===== src/rtl/alu_pkg.sv =====
// Shared definitions for the arbitrated ALU: widths, opcode map and response payload.
package alu_pkg;

  localparam int unsigned DATA_W  = 32;
  localparam int unsigned OP_W    = 4;
  localparam int unsigned SHAMT_W = 6;

  typedef enum logic [OP_W-1:0] {
    OP_ADD = 4'b0000,
    OP_SUB = 4'b0001,
    OP_AND = 4'b0010,
    OP_OR  = 4'b0011,
    OP_XOR = 4'b0100,
    OP_SLL = 4'b0101,
    OP_SRL = 4'b0110,
    OP_SRA = 4'b0111,
    OP_BEQ = 4'b1000,
    OP_BNE = 4'b1001,
    OP_BLT = 4'b1010,
    OP_BGE = 4'b1011
  } alu_op_e;

  // Opcodes at or above this value are not defined.
  localparam logic [OP_W-1:0] OP_ILLEGAL_MIN = 4'b1100;

  typedef enum logic {
    RSP_EMPTY = 1'b0,
    RSP_FULL  = 1'b1
  } rsp_state_e;

  typedef struct packed {
    logic              id;
    logic [DATA_W-1:0] result;
    logic              branch;
    logic              err;
  } alu_rsp_t;

  function automatic logic op_is_illegal(input logic [OP_W-1:0] op);
    return op >= OP_ILLEGAL_MIN;
  endfunction

  function automatic logic op_is_cmp(input logic [OP_W-1:0] op);
    return (op >= OP_BEQ) && (op < OP_ILLEGAL_MIN);
  endfunction

endpackage


===== src/rtl/alu.sv =====
// Combinational ALU: arithmetic/logic result plus branch-compare outcome.
module alu
  import alu_pkg::*;
(
  input  logic [OP_W-1:0]   op_i,
  input  logic [DATA_W-1:0] opa_i,
  input  logic [DATA_W-1:0] opb_i,
  output logic [DATA_W-1:0] result_o,
  output logic              branch_o
);

  logic [SHAMT_W-1:0] shamt;
  logic               shamt_big;
  logic [4:0]         sh;

  assign shamt     = opb_i[SHAMT_W-1:0];
  assign shamt_big = shamt[SHAMT_W-1];
  assign sh        = shamt[4:0];

  // Shift amounts of 32..63 flush the operand out entirely.
  always_comb begin
    result_o = '0;
    branch_o = 1'b0;
    case (op_i)
      OP_ADD: result_o = opa_i + opb_i;
      OP_SUB: result_o = opa_i - opb_i;
      OP_AND: result_o = opa_i & opb_i;
      OP_OR:  result_o = opa_i | opb_i;
      OP_XOR: result_o = opa_i ^ opb_i;
      OP_SLL: result_o = shamt_big ? '0 : (opa_i << sh);
      OP_SRL: result_o = shamt_big ? '0 : (opa_i >> sh);
      OP_SRA: result_o = shamt_big ? {DATA_W{opa_i[DATA_W-1]}}
                                   : DATA_W'($signed(opa_i) >>> sh);
      OP_BEQ: branch_o = (opa_i == opb_i);
      OP_BNE: branch_o = (opa_i != opb_i);
      OP_BLT: branch_o = ($signed(opa_i) <  $signed(opb_i));
      OP_BGE: branch_o = ($signed(opa_i) >= $signed(opb_i));
      default: ;
    endcase
  end

endmodule


===== src/rtl/alu_rr_pick.sv =====
// Two-input round-robin grant with a pointer that favours the requester not served last.
module alu_rr_pick (
  input  logic       clk,
  input  logic       rst_n,
  input  logic [1:0] valid_i,
  input  logic       can_issue_i,
  output logic [1:0] grant_o
);

  logic ptr_q, ptr_d;

  always_comb begin
    grant_o = 2'b00;
    if (can_issue_i) begin
      case (valid_i)
        2'b01:   grant_o = 2'b01;
        2'b10:   grant_o = 2'b10;
        2'b11:   grant_o = ptr_q ? 2'b10 : 2'b01;
        default: grant_o = 2'b00;
      endcase
    end
  end

  // After any grant the other requester gets priority.
  always_comb begin
    ptr_d = ptr_q;
    if (|grant_o) ptr_d = ~grant_o[1];
  end

  always_ff @(posedge clk or negedge rst_n) begin
    if (!rst_n) ptr_q <= 1'b0;
    else        ptr_q <= ptr_d;
  end

endmodule


===== src/rtl/alu_arbiter.sv =====
// Shares one ALU between the execute (0) and branch (1) requesters behind a one-entry response register.
module alu_arbiter #(
  parameter int unsigned DATA_W = 32,
  parameter int unsigned OP_W   = 4
) (
  input  logic              clk,
  input  logic              rst_n,
  input  logic              req0_valid,
  output logic              req0_ready,
  input  logic [DATA_W-1:0] req0_opa,
  input  logic [DATA_W-1:0] req0_opb,
  input  logic [OP_W-1:0]   req0_op,
  input  logic              req1_valid,
  output logic              req1_ready,
  input  logic [DATA_W-1:0] req1_opa,
  input  logic [DATA_W-1:0] req1_opb,
  input  logic [OP_W-1:0]   req1_op,
  output logic              rsp_valid,
  input  logic              rsp_ready,
  output logic              rsp_id,
  output logic [DATA_W-1:0] rsp_result,
  output logic              rsp_branch,
  output logic              rsp_err
);

  import alu_pkg::*;

  rsp_state_e        state_q;
  alu_rsp_t          rsp_q, rsp_d;
  logic              can_issue;
  logic [1:0]        grant;
  logic              any_grant;
  logic              sel;
  logic [OP_W-1:0]   op;
  logic [DATA_W-1:0] opa, opb;
  logic [DATA_W-1:0] alu_result;
  logic              alu_branch;

  assign can_issue = (state_q == RSP_EMPTY) || rsp_ready;
  assign any_grant = |grant;
  assign sel       = grant[1];

  alu_rr_pick u_pick (
    .clk         (clk),
    .rst_n       (rst_n),
    .valid_i     ({req1_valid, req0_valid}),
    .can_issue_i (can_issue),
    .grant_o     (grant)
  );

  assign req0_ready = grant[0];
  assign req1_ready = grant[1];

  // Only the granted requester's operands reach the ALU.
  assign op  = sel ? req1_op  : req0_op;
  assign opa = sel ? req1_opa : req0_opa;
  assign opb = sel ? req1_opb : req0_opb;

  alu u_alu (
    .op_i     (op),
    .opa_i    (opa),
    .opb_i    (opb),
    .result_o (alu_result),
    .branch_o (alu_branch)
  );

  // Each response carries only the field its opcode class owns; everything else is zero.
  always_comb begin
    rsp_d    = '0;
    rsp_d.id = sel;
    if (op_is_illegal(op))  rsp_d.err    = 1'b1;
    else if (op_is_cmp(op)) rsp_d.branch = alu_branch;
    else                    rsp_d.result = alu_result;
  end

  always_ff @(posedge clk or negedge rst_n) begin
    if (!rst_n) begin
      state_q <= RSP_EMPTY;
      rsp_q   <= '0;
    end else begin
      case (state_q)
        RSP_EMPTY: begin
          if (any_grant) begin
            state_q <= RSP_FULL;
            rsp_q   <= rsp_d;
          end
        end
        RSP_FULL: begin
          if (any_grant)      rsp_q   <= rsp_d;
          else if (rsp_ready) state_q <= RSP_EMPTY;
        end
        default: state_q <= RSP_EMPTY;
      endcase
    end
  end

  assign rsp_valid  = (state_q == RSP_FULL);
  assign rsp_id     = rsp_q.id;
  assign rsp_result = rsp_q.result;
  assign rsp_branch = rsp_q.branch;
  assign rsp_err    = rsp_q.err;

endmodule

===== config.mk =====
export PLATFORM = sky130hd
export DESIGN_NAME = alu_arbiter
export DESIGN_NICKNAME = d
export VERILOG_FILES = /design/src/rtl/alu_pkg.sv /design/src/rtl/alu.sv /design/src/rtl/alu_rr_pick.sv /design/src/rtl/alu_arbiter.sv
export SDC_FILE = /design/constraint.sdc
export NUM_CORES = 1
export LEC_CHECK = 0
export CAP_MARGIN = 10
export CORE_ASPECT_RATIO = 0.9
export CORE_MARGIN = 1
export CORE_UTILIZATION = 25
export CTS_BUF_LIST = sky130_fd_sc_hd__clkbuf_8
export CTS_CLUSTER_DIAMETER = 120
export DETAILED_ROUTE_END_ITERATION = 8
export GPL_TIMING_DRIVEN = 0
export MAX_ROUTING_LAYER = met4
export PLACE_DENSITY = 0.41
export SYNTH_ARGS = -nofsm -noshare
export SYNTH_HDL_FRONTEND = slang
export SYNTH_HIERARCHICAL = 1
export SYNTH_SLANG_ARGS = --single-unit

===== constraint.sdc =====
create_clock -name clk -period 6.8 [get_ports clk]
set_clock_uncertainty 0.05 [all_clocks]
set_input_delay 1.02 -clock clk [delete_from_list [all_inputs] [get_ports clk]]
set_output_delay 1.02 -clock clk [all_outputs]
set_load 0.01 [all_outputs]

==> flow_metrics.py <==
metrics = {
    "worst_setup_path": {
        "path_max_fanout": 10,
        "crit_required_ns": 6.94,
        "crit_chain": "clkdlybuf4s50_1, nand2b_1, nand2_1, a21oi_2, buf_6, buf_8, buf_8, mux2_4, clkbuf_1, inv_1, ha_1, inv_1, o31ai_2, o2111ai_1, and4_1, a311oi_2, nor2_1, nor4b_1, o21ai_0, o21ai_0, o2bb2ai_2",
        "crit_family": "buffers and inverters",
        "slowest_delay_ns": 0.57,
        "cp.arrival_ns": 6.89,
        "worstSetupStartpointType": "primary input",
        "cp_num_buf_inv": 7,
        "critPathCaptureType": "flip-flop",
        "path_class": "primary input to flip-flop",
        "worst_path_max_delay_cell": "nor4b_1",
    },
    "floorplan": {
        "rows": 76,
        "initial_core_util_pct": 25.4,
        "chipWidth_microns": 235,
        "die_y_microns": 212,
        "coreArea_sq_mm": 0.0480,
        "dieArea_sq_mm": 0.0497,
        "ios": 179,
    },
    "detailed_routing": {
        "drtIter0Drc": 1899,
        "routed_wl_microns": 71500,
        "via_per_inst": 6.05,
        "final_antenna_net_count": 0,
        "firstDrtPassIters": 6,
        "routedWlPerCell_microns": 29.7,
        "drc": 0,
        "vias": 14561,
    },
    "grt": {
        "overflow": 0,
        "gr-max-usage-layer": "met2",
        "grt.total_usage_pct": 28.9,
        "grt_pass1_vias": 14058,
        "use_met2_pct": 43.9,
        "use_met1_pct": 39.4,
        "antenna_found_initial": 4,
        "use_met3_pct": 5.05,
        "grt_pass1_wl_microns": 103000,
        "grt_max_degree": 37,
    },
    "layout": {
        "area_delta_synth_final_pct": 23.5,
        "nFillCells": 5199,
        "nNetsFinal": 2028,
        "layout_common_cells": "177 x clkdlybuf4s50_1, 156 x nor2_1, 141 x nand2_1",
        "final_common_cell": "clkdlybuf4s50_1",
        "final_cells": 2406,
        "layout-drive-gt1-share_pct": 14.1,
        "final_cell_area_sq_mm": 0.0151,
    },
    "logic_synthesis": {
        "syn_nets": 1842,
        "ys_ff_latch": 37,
        "synth-main-ff-cell": "dfrtp_1",
        "avgSynthCellArea_sq_um": 7.67,
        "synth_cell_type_count": 90,
        "syn_inst": 1592,
        "synth_edf_count": 0,
        "synth_warnings": 6,
        "async_flop_share_pct": 100,
        "syn_area_sq_mm": 0.0122,
        "ys_seq_area_share_pct": 7.59,
    },
    "placement": {
        "dp.cells": 2396,
        "dp_hpwl_microns": 58200,
        "io_buffers": 178,
        "preCtsSetupSlack_ns": -2.21,
        "gp_congestion": 1.00,
        "placed_area_sq_mm": 0.0148,
    },
    "sta": {
        "period_minus_slack_ns": 6.75,
        "grt_setup_unrepaired": "no",
        "slew_viol_final": 0,
        "tightest_slew_ns": 1.31,
        "final.period_utilization_pct": 99.2,
        "tns_ns": 0,
        "setup_ws_ns": 0.0539,
        "finalSetupViolCount": 0,
        "report.final.hold_viol_count": 0,
        "max_freq_mhz": 148,
        "max_slew_margin_pct": 12.2,
    },
    "outcome": {
        "status": "complete, no violations",
    },
    "clock_network": {
        "ctsRootBufferMaster": "clkbuf_8",
        "cts_buffer_depth": 2,
        "cts.sinks": 37,
        "cts.htree.levels": 2,
        "clk_pin_slew_worst_paths_ns": 0.08,
        "clk_latency_ns": 0.30,
        "cts_tree": "yes",
        "numCtsBuffers": 5,
        "cts_hold_buffers": 0,
    },
    "hold_path": {
        "hold_class": "flip-flop to flip-flop",
    },
    "flow_run": {
        "cap_violations": 0,
    },
    "power": {
        "power_density_mw_per_mm2": 218,
        "p_leak_nw": 6.01,
        "peakVddDrop_uv": 82.8,
    },
}
-- synth_stat cells (all sizes together), types with 11 or more instances --
library cell	number	area (sq um)
o2bb2ai	35	488
ha	107	1340
buf	48	339
nor2b	13	81.3
nand2	141	529
a2111oi	11	103
o2111ai	14	123
a211oi	29	223
or3	12	90.1
mux4	33	743
o31ai	14	105
o21ai	118	591
a221oi	18	158
a31oi	13	81.3
clkbuf	79	347
a22oi	16	120
dfrtp	37	926
a21o	20	151
a21oi	114	574
nor4	12	75.1
nand2b	17	106
nand3	30	150
nor2	157	597
inv	102	383
o211ai	33	248
o221ai	13	114
mux2i	48	484
a211o	15	131
nor3	41	205
mux2	89	1250
o22ai	20	125
-- layer usage --
metal / vias up / wire [microns]
met4: 0 / 2050
met3: 100 / 6040
li1: 6380 / -
met5: - / 0
met1: 7258 / 32100
met2: 823 / 31300
-- path summary, 6_finish.rpt --
check	cells after the start	to	from	slack (ns)
min	1	rsp_id$_DFFE_PN0P_	rsp_id$_DFFE_PN0P_	0.44
min reg2reg	1	rsp_id$_DFFE_PN0P_	rsp_id$_DFFE_PN0P_	0.44
max in group asynchronous	2	u_pick/ptr_q$_DFFE_PN0P_	rst_n	5.86
min in group asynchronous	1	rsp_result[28]$_DFFE_PN0P_	rst_n	0.45
max reg2reg	20	rsp_result[25]$_DFFE_PN0P_	rsp_valid$_DFF_PN0_	0.85
max	21	rsp_result[25]$_DFFE_PN0P_	rsp_ready	0.05
-- report_power, final --
part	leakage [nW]	internal, mW	switching (mW)
Combinational	5.48	1.04	1.75
Clock	0.0433	0.0801	0.0791
Sequential	0.488	0.283	0.0484
Total	6.01	1.41	1.87
-- cells by family after synthesis --
kind of cell | synth area share, %
buf+inv | 8.78
simple gates | 18.1
xor+xnor | 0.574
fa+ha+maj | 11.3
flops | 7.59
compound gates | 33.4
mux | 20.3
-- area by class of cell --
type / count / area [sq um] / share of cell area (%)
Antenna cell: 4 / 10.0 / 0.0664
Timing Repair inverter: 1 / 5.00 / 0.0332
Multi-Input combinational cell: 1325 / 10300 / 68.5
Sequential cell: 37 / 926 / 6.14
Tap cell: 624 / 781 / 5.18
Timing Repair Buffer: 183 / 1830 / 12.1
Buffer: 122 / 712 / 4.72
Clock inverter: 1 / 7.51 / 0.0498
Inverter: 103 / 395 / 2.62
Clock buffer: 6 / 82.6 / 0.548
-- sequential cells by signal (all words and copies together) (netlist names) --
name          cells
rsp_branch        1
rsp_err           1
rsp_id            1
rsp_result       32
rsp_valid         1
u_pick/ptr_q      1
-- metrics by stage --
stage               hold WS [ns]  util, %  power (mW)
floorplan                  0.471        -        1.96
global placement           0.422     30.8        3.01
detailed placement         0.424     30.8        2.99
CTS                        0.439     31.3        3.20
global route               0.437     31.4        3.47
finish                     0.443     31.4        3.28
-- repair_timing --
| item | CTS | global route |
|---|---|---|
| pin swaps | 1 | 3 |
| resized for setup | 40 | 11 |
| hold endpoints to repair | 0 | 0 |
| setup endpoints to repair | 30 | 14 |
| gates cloned | 0 | 1 |
| buffers inserted | 1 | 2 |
(Power assumes the default switching activity.)
==> RTL edit (same flow settings) <==
The package constant `SHAMT_W` goes from 6 to 12.
--- a/src/rtl/alu_pkg.sv
+++ b/src/rtl/alu_pkg.sv
@@ -3,7 +3,7 @@
 
   localparam int unsigned DATA_W  = 32;
   localparam int unsigned OP_W    = 4;
-  localparam int unsigned SHAMT_W = 6;
+  localparam int unsigned SHAMT_W = 12;
 
   typedef enum logic [OP_W-1:0] {
     OP_ADD = 4'b0000,
Behaviour: not the same (Yosys sat finds a counterexample within 4 cycles, from zero or initial values and one cycle with rst_n low).
==> RTL edit against the original RTL <==
- sequential cell count unchanged
- area after synthesis down 3.8%
- wire length down 5.9%
- setup slack better by 0.14 ns
- total power down 4.0%
- design area down 3.5%
- combinational power down 5%
- die area down 3.7%
- synthesized cell count down 6.2%
- register-to-register slack better by 0.16 ns
- highest routed layer unchanged
==> RTL edit: results (changes against the original RTL) <==
* Status: completed
* Gr usage total at 28.4% (-0.48 points)
* Reg-to-reg setup timing slack at 1.01 ns (+0.16 ns)
* First-pass GRT wire length at 96800 um (-5.8%)
* Layout Utilization at 31.7% (+0.36 points)
* Placer Congestion at 0.993 (-1.1%)
* # resized after CTS at 24 (-40%)
* Antenna violations before repair at 0 (-4)
* Detailed Routing Iterations Pass 1 at 5 (-1)
* Most frequent cells after synthesis: 159 x nor2_1, 131 x a21oi_1, 107 x ha_1, 105 x o21ai_0, 97 x inv_1
* Top delay family on crit path: compound AO/OA/AOI/OAI gates
* Vias per inst at 5.80 (-4.1%)
* Layout cell share with drive strength beyond 1 at 14.4% (+0.31 points)
* Synth Net Count at 1744 (-5.3%)
* Slew @ Worst Pin at 1.24 ns (-0.0711 ns)
* Compound-Gate Fraction of Synth Area at 32.0% (-1.4 points)
* Antenna Diode Count at 0 (-4)
* Crit share post-route at 97.2% (-2.0 points)
* Post-Place Cells at 2281 (-4.8%)
* DR iter-0 viols at 1330 (-30%)
* Top cells by area, synth: ha_1 11%, mux2_4 8.7%, mux4_2 8.4%, dfrtp_1 7.9%, a21oi_1 5.6%
* M1 wire length at 32100 um (about the same)
* Routed via count at 13300 (-8.9%)
* Post-Synth Adder-Cell Area at 11.7% (+0.44 points)
* Average cell area after synthesis at 7.86 um2 (+2.6%)
* Post-synthesis cell type count at 86 (-4.4%)
* Postcts setup bufs at 0 (-1)
* IR drop worst, VDD at 0.0000775 V (-6.4%)
* Seq/Total Area, Yosys at 7.88% (+0.30 points)
* Max incr delay on CP at 0.87 ns (+0.30 ns)
* Leak at 5.82 nW (-3.2%)
-- RTL edit: cell types whose count changed after synthesis, sizes merged, moves of 8 or more --
| cell | unedited run | this run |
|---|---|---|
| nand2b | 17 | 9 |
| a21oi | 114 | 132 |
| mux4 | 33 | 44 |
| a211o | 15 | 6 |
| clkbuf | 79 | 70 |
| o22ai | 20 | 12 |
| mux2i | 48 | 56 |
| a21o | 20 | 11 |
| nand2 | 141 | 92 |
| o21ai | 118 | 109 |
-- RTL edit: layout make-up --
cell class	count	share of cell area, %
plain buffers	112	4.07
clock buffers	6	0.568
clock inverters	1	0.0258
inverters	105	2.86
multi-input cells	1234	68.4
flip-flops and latches	37	6.37
well taps	608	5.23
repair buffers	182	12.5
-- RTL edit: report_power, final --
group	switching, mW	total [mW]	internal, mW	leakage (nW)
Sequential	0.0422	0.315	0.273	0.493
Clock	0.0906	0.170	0.0792	0.0485
Combinational	1.67	2.66	0.991	5.28
